### src/rtl/pulse_train_gen.sv
// pulse_train_gen: registered pulse-train generator.
// A one-cycle START in IDLE launches PULSE_COUNT pulses. Each pulse is
// HIGH_CYCLES cycles high, and the pulses are separated by LOW_CYCLES cycles
// low. A HIGH or LOW length of 0 is run as 1 so that every edge can be seen by
// a two-flop edge detector downstream. There is no LOW phase after the last
// pulse.
// Optional build macro PULSE_TRAIN_CONTINUOUS_EN: when it is defined, a
// PULSE_COUNT of 0 runs an endless train that only ABORT or RSTN can stop.
// When it is not defined, a PULSE_COUNT of 0 gives a lone DONE strobe.
module pulse_train_gen #(
  parameter int CW = 8
) (
  input  logic          CLK,
  input  logic          RSTN,
  input  logic          START,
  input  logic          ABORT,
  input  logic [CW-1:0] HIGH_CYCLES,
  input  logic [CW-1:0] LOW_CYCLES,
  input  logic [CW-1:0] PULSE_COUNT,
  output logic          PULSE_OUT,
  output logic          BUSY,
  output logic          DONE
);

  localparam logic [CW-1:0] ONE = CW'(1);

  typedef enum logic [1:0] {
    IDLE = 2'd0,
    HIGH = 2'd1,
    LOW  = 2'd2
  } state_t;

  // Phase lengths latched at launch, already clamped to at least 1.
  typedef struct packed {
    logic [CW-1:0] hi_len;
    logic [CW-1:0] lo_len;
  } cfg_t;

  state_t        state_q, state_d;
  cfg_t          cfg_q, cfg_d;
  logic [CW-1:0] phase_q, phase_d;   // cycles left in the current phase, minus 1
  logic [CW-1:0] rem_q, rem_d;       // pulses still to finish, including the current one
  logic          endless_q, endless_d;
  logic          done_d;
  logic          pulse_q, busy_q, done_q;

  logic          accept;
  logic [CW-1:0] hi_clamp, lo_clamp;

  // ABORT has priority over START, so START and ABORT together launch nothing.
  assign accept   = START && !ABORT;
  assign hi_clamp = (HIGH_CYCLES == '0) ? ONE : HIGH_CYCLES;
  assign lo_clamp = (LOW_CYCLES  == '0) ? ONE : LOW_CYCLES;

  // Next-state logic, counter updates and DONE generation.
  always_comb begin
    state_d   = state_q;
    cfg_d     = cfg_q;
    phase_d   = phase_q;
    rem_d     = rem_q;
    endless_d = endless_q;
    done_d    = 1'b0;
    case (state_q)
      IDLE: begin
        if (accept) begin
          cfg_d.hi_len = hi_clamp;
          cfg_d.lo_len = lo_clamp;
          phase_d      = hi_clamp - ONE;
          rem_d        = PULSE_COUNT;
          endless_d    = 1'b0;
          if (PULSE_COUNT != '0) begin
            state_d = HIGH;
          end else begin
`ifdef PULSE_TRAIN_CONTINUOUS_EN
            endless_d = 1'b1;
            state_d   = HIGH;
`else
            done_d    = 1'b1;
`endif
          end
        end
      end
      HIGH: begin
        if (ABORT) begin
          state_d   = IDLE;
          phase_d   = '0;
          rem_d     = '0;
          endless_d = 1'b0;
        end else if (phase_q != '0) begin
          phase_d = phase_q - ONE;
        end else if (endless_q) begin
          // An endless train never counts pulses down.
          state_d = LOW;
          phase_d = cfg_q.lo_len - ONE;
        end else if (rem_q > ONE) begin
          state_d = LOW;
          phase_d = cfg_q.lo_len - ONE;
          rem_d   = rem_q - ONE;
        end else begin
          // The last pulse goes straight back to IDLE, with no trailing gap.
          state_d = IDLE;
          rem_d   = rem_q - ONE;
          done_d  = 1'b1;
        end
      end
      LOW: begin
        if (ABORT) begin
          state_d   = IDLE;
          phase_d   = '0;
          rem_d     = '0;
          endless_d = 1'b0;
        end else if (phase_q != '0) begin
          phase_d = phase_q - ONE;
        end else begin
          state_d = HIGH;
          phase_d = cfg_q.hi_len - ONE;
        end
      end
      default: begin
        state_d = IDLE;
      end
    endcase
  end

  // State and counter registers. The outputs are decoded from the next state,
  // so they change on the same edge as the state and come straight from flops.
  always_ff @(posedge CLK) begin
    if (!RSTN) begin
      state_q   <= IDLE;
      cfg_q     <= '0;
      phase_q   <= '0;
      rem_q     <= '0;
      endless_q <= 1'b0;
      pulse_q   <= 1'b0;
      busy_q    <= 1'b0;
      done_q    <= 1'b0;
    end else begin
      state_q   <= state_d;
      cfg_q     <= cfg_d;
      phase_q   <= phase_d;
      rem_q     <= rem_d;
      endless_q <= endless_d;
      pulse_q   <= (state_d == HIGH);
      busy_q    <= (state_d != IDLE);
      done_q    <= done_d;
    end
  end

  assign PULSE_OUT = pulse_q;
  assign BUSY      = busy_q;
  assign DONE      = done_q;

endmodule

### config.mk
export PLATFORM = sky130hd
export DESIGN_NAME = pulse_train_gen
export DESIGN_NICKNAME = d
export VERILOG_FILES = /design/src/rtl/pulse_train_gen.sv
export SDC_FILE = /design/constraint.sdc
export NUM_CORES = 1
export LEC_CHECK = 0
export CAP_MARGIN = 10
export CORE_UTILIZATION = 53
export CTS_CLUSTER_DIAMETER = 100
export DETAILED_ROUTE_END_ITERATION = 16
export GPL_ROUTABILITY_DRIVEN = 1
export GPL_TIMING_DRIVEN = 0
export PLACE_DENSITY_LB_ADDON = 0.15
export RECOVER_POWER = 100
export SYNTH_ARGS = -nofsm -noshare
export SYNTH_HDL_FRONTEND = slang
export SYNTH_SLANG_ARGS = --single-unit
### constraint.sdc
create_clock -name CLK -period 5.3 [get_ports CLK]
set_input_delay 1.59 -clock CLK [delete_from_list [all_inputs] [get_ports CLK]]
set_output_delay 1.59 -clock CLK [all_outputs]
set_load 0.01 [all_outputs]
# After elaboration in Yosys (flattened, before gate mapping)
# Cells that the tools add are included.
# totals
ff_bits	38
input_bits	28
elab_cells	74
# op_classes
addsub	5
magnitude_cmp	1
eq_ne	9
mux	35
reduce_logical	15
# ops
cell	count
two-way mux 8 bit	14
case mux 8 bit (3 select lines)	2
subtractor 8 x 1 -> 8 bit, second input constant	5
zero test 8 bit	2
two-way mux 2 bit	8
nonzero test 8 bit	2
greater-than comparator 8 x 1 -> 1 bit, second input constant	1
two-way mux 1 bit	8
!= test 3 bit, second input constant	2
case mux 2 bit (3 select lines)	1
AND reduction 3 bit	2
!= test 5 bit, second input constant	1
AND reduction 5 bit	1
== test 2 x 1 -> 1 bit, second input constant	2
!= test 2 bit, second input constant	2
case mux 1 bit (2 select lines)	2
nonzero test 2 bit	2
nonzero test 3 bit	1
== test 2 bit, second input constant	1
zero test 2 bit	1
!= test 2 x 1 -> 1 bit, second input constant	1
AND reduction 2 bit	1
OR reduction 2 bit	1
logical AND 1 bit	1
zero test 1 bit	1

# Depth between registers and ports, before layout
# logic_depth
word_depth	7
depth_mapped	8
mapped_depth_nobuf	7

# Least setup slack after synthesis
# Ideal clock, no wire load.
# synth_timing
kind	input -> register
start	in HIGH_CYCLES[5]
end	reg phase_q[4]
setup_ns	0.126
arrival_time_ns	2.942
required_time_ns	5.174
slack_ns	2.232
path_stages	7
cell_sequence	nor4_1 > a31oi_1 > ha_1 > nand2_1 > xnor2_1 > a222oi_1 > a21oi_1
# synth_between
elab_chain_len	5
# synth_lines
element	line_no	text
start, declared	17	input logic [CW-1:0] HIGH_CYCLES,
zero test 8 bit	52	assign hi_clamp = (HIGH_CYCLES == '0) ? ONE : HIGH_CYCLES;
two-way mux 8 bit	52	
subtractor 8 x 1 -> 8 bit	68	phase_d = hi_clamp - ONE;
two-way mux 8 bit	65	if (accept) begin
case mux 8 bit (3 select lines)	63	case (state_q)
end signal, assigned	140	phase_q <= phase_d;
end, declared	41	logic [CW-1:0] phase_q, phase_d;
# Every way passes these cells. The select of a mux whose other input is x is not followed.
# A chain may end at the register's enable or synchronous reset.

# Worst setup path in the final report
# layout_timing
start	in HIGH_CYCLES[2]
end	reg phase_q[4]
# layout_between
elab_chain_len	5
# layout_lines
element	line_no
zero test 8 bit	52
two-way mux 8 bit *	52
subtractor 8 x 1 -> 8 bit *	68
two-way mux 8 bit *	65
case mux 8 bit (3 select lines) *	63
# Mark *: on every way between the ends. The rest lies on a longest branch, timed or not. The select of a mux whose other input is x is not followed.

==> results_dict.tcl <==
set metrics [dict create \
    setup_ws_ns 1.52 \
    insertion_delay_ns 0.30 \
    post-dp-hpwl_um 5210 \
    clock_path_buffers 2 \
    crit_chain "dlygate4sd3_1 -> nor4_1 -> a31oi_1 -> ha_1 -> nand2_1 -> xnor2_1 -> a222oi_1 -> a21oi_1" \
    fill_cells 391 \
    cts_resized 0 \
    cpPeakStageDelay_ns 0.63 \
    ys_types 60 \
    synth_top_area_cell "dfxtp_1" \
    place_ws_ns 1.34 \
    die_h_um 71.3 \
    synth_top_cell_area_share_pct 29.1 \
    syn_area_um2 2550 \
    finClkSkew_ns 0.00889 \
    fmax_mhz 265 \
    finish.net_count 399 \
    portBuffers 29 \
    multi_input_area_um2 1650 \
    row_count 24 \
    drt_wl_total_um 6790 \
    clk_pin_slew_ns 0.07 \
    cts.hold.buffers_added 0 \
    vdd_drop_max_uv 223 \
    grt_max_degree 13 \
    drive_gt1_share_pct 8.33 \
    tightest_slew_ns 0.739 \
    max_cap_viol_count 0 \
    postRouteAntennaNets 0 \
    vias_per_cell 6.29 \
    place_congestion 0.896 \
    synth-adder-area-share_pct 5.89 \
    synth_seq_cells 37 \
    cts_htree_levels 2 \
    seqCellArea_um2 741 \
    async_reset_ff_share_pct 0 \
    numCtsBuffers 5 \
    cp-start-kind "primary input" \
    drt_iter0_markers 223 \
    grt_pass1_wl_um 11200 \
    p_leak_nw 1.15 \
    fin_cells 412 \
    crit_type "in2reg" \
    power_density_nw_per_um2 297 \
    rsz0062_at_grt "no" \
    setup_viol 0 \
    synth_ff_type "dfxtp_1" \
    status "finished clean" \
    io_pins 31 \
    cp.required_ns 5.47 \
    crit_fanout 6 \
    holdWs_ns 0.481 \
    synthTopCellsByArea "dfxtp_1 29%, a21oi_1 7.7%, nand2_1 6.0%" \
    first_pass_iters 5 \
    period_share_pct 71.3 \
    area_growth_pct 17.7 \
    final.min_clock_period_ns 3.78 \
    finalSetupTns_ns 0 \
    synth_edf_count 0 \
    coreArea_um2 4470 \
    root_buffer "clkbuf_8" \
    globalRouteTotalUtil_pct 28.1 \
    grt_pass1_vias 2311 \
    antenna_found_initial 0 \
    syn-num-nets 363 \
    start_util_pct 57.0 \
    cts_tree "yes" \
    synthMuxAreaShare_pct 1.62 \
    synth_top_family_by_area "compound AO/OA/AOI/OAI gates" \
    relSlewSlack_pct 50.6 \
    vias 2593 \
    synth_xor_area_share_pct 3.78 \
    post_cts_buffers 0 \
    critPathSlowestCell "dlygate4sd3_1" \
    die_x_um 71.3 \
    antenna_cells 0 \
    synth-compound-area-share_pct 31.6 \
    ys.warnings.count 0 \
    die_area_um2 5090 \
    synth-simple-area-share_pct 22.9 \
    grt.overflow.total 0 \
    finalHoldViolations 0 \
    clock_sinks 37 \
    syn_avg_cell_area_um2 7.89 \
    netlist_instances 323 \
    hp-class "reg2reg" \
    slew_violations 0 \
    seq_area_frac_synth_pct 29.1 \
    crit_arrival_ns 3.95 \
    drc 0 \
    wl_per_cell_um 16.5 \
    dp.cells 404 \
    cp-end-kind "register" \
]
[worst max-delay path, delay by kind of cell]
family	cells	cell delay, ns
buf+inv	1	0.63
compound gates	3	0.66
simple gates	2	0.67
fa+ha+maj	1	0.32
xor+xnor	1	0.07
[metrics by stage]
stage	cell area, µm²	power (W)	utilization, %
2_1_floorplan	2550	0.000524	-
6_report	3000	0.000892	67.0
3_5_place_dp	2900	0.000606	64.9
3_3_place_gp	2900	0.000600	64.9
5_1_grt	3000	0.000936	67.0
4_1_cts	3040	0.000898	67.9
[cell families after synthesis]
kind of cell | count (synthesis)
mux | 4
compound gates | 116
simple gates | 111
fa+ha+maj | 12
buf+inv | 32
flops | 37
xor+xnor | 11
[final timing paths]
kind	startpoint	endpoint	slack [ns]	cells past startpoint
max reg2reg	phase_q[0]	phase_q[3]	2.89	8
min	cfg_q[15]	cfg_q[15]	0.48	2
max	HIGH_CYCLES[2]	phase_q[4]	1.52	8
min reg2reg	cfg_q[15]	cfg_q[15]	0.48	2
[cell usage in the layout, fill, tap and decap left out, drive strengths merged, types with 3 or more instances in the layout]
cell type and count:
o21ai 18, a211oi 6, o311ai 3, a21oi 40, clkbuf 16, nor3b 4
o22ai 4, ha 12, nand3 4, a31oi 8, o31ai 7, a21o 4
nor3 7, xor2 6, or4 8, nand2 42, o211ai 4, a22oi 3
nor2 19, inv 19, dfxtp 37, or2 4, nor4 11, mux2i 3
clkdlybuf4s50 23, xnor2 5, dlygate4sd3 6, or3 3, nand2b 5
[layer usage]
metal  vias to the layer above  routed length (µm)  GRT usage [%]  share of wire (%)
met5                         -                   0              0                  0
met4                         0                 106           8.00                1.6
met3                        16                 422           3.80                6.2
met2                       109                3030           44.4                 45
met1                      1196                3230           40.0                 48
li1                       1272                   -              -                  -
[Yosys cell counts, types with 5 or more instances]
cell / instances
nand2_1: 41
a21oi_1: 39
dfxtp_1: 37
inv_1: 19
nor2_1: 18
o21ai_0: 15
ha_1: 12
clkbuf_1: 10
nor4_1: 10
a31oi_1: 7
nor3_1: 7
or4_1: 7
o31ai_1: 6
xor2_1: 6
nand2b_1: 5
xnor2_1: 5
[flip-flops by register name, indices dropped and copies added (netlist names)]
| register | cells |
|---|---|
| PULSE_OUT | 1 |
| rem_q | 8 |
| state_q | 2 |
| DONE | 1 |
| phase_q | 8 |
| BUSY | 1 |
| cfg_q | 16 |
[report_power, final]
part           total (W)  switching (W)  internal [W]
combinational   0.000266       0.000153      0.000113
clock           0.000294       0.000107      0.000187
sequential      0.000332      0.0000297      0.000302
[layout make-up]
cell class	instances	area share [%]
buffer	13	1.71
clock buffer	5	2.29
clock inverter	3	2.17
inverter	19	2.38
multi-input combinational	254	54.9
sequential	37	24.7
tap	52	2.17
timing repair buffer	29	9.68
(Power assumes the default switching activity.)
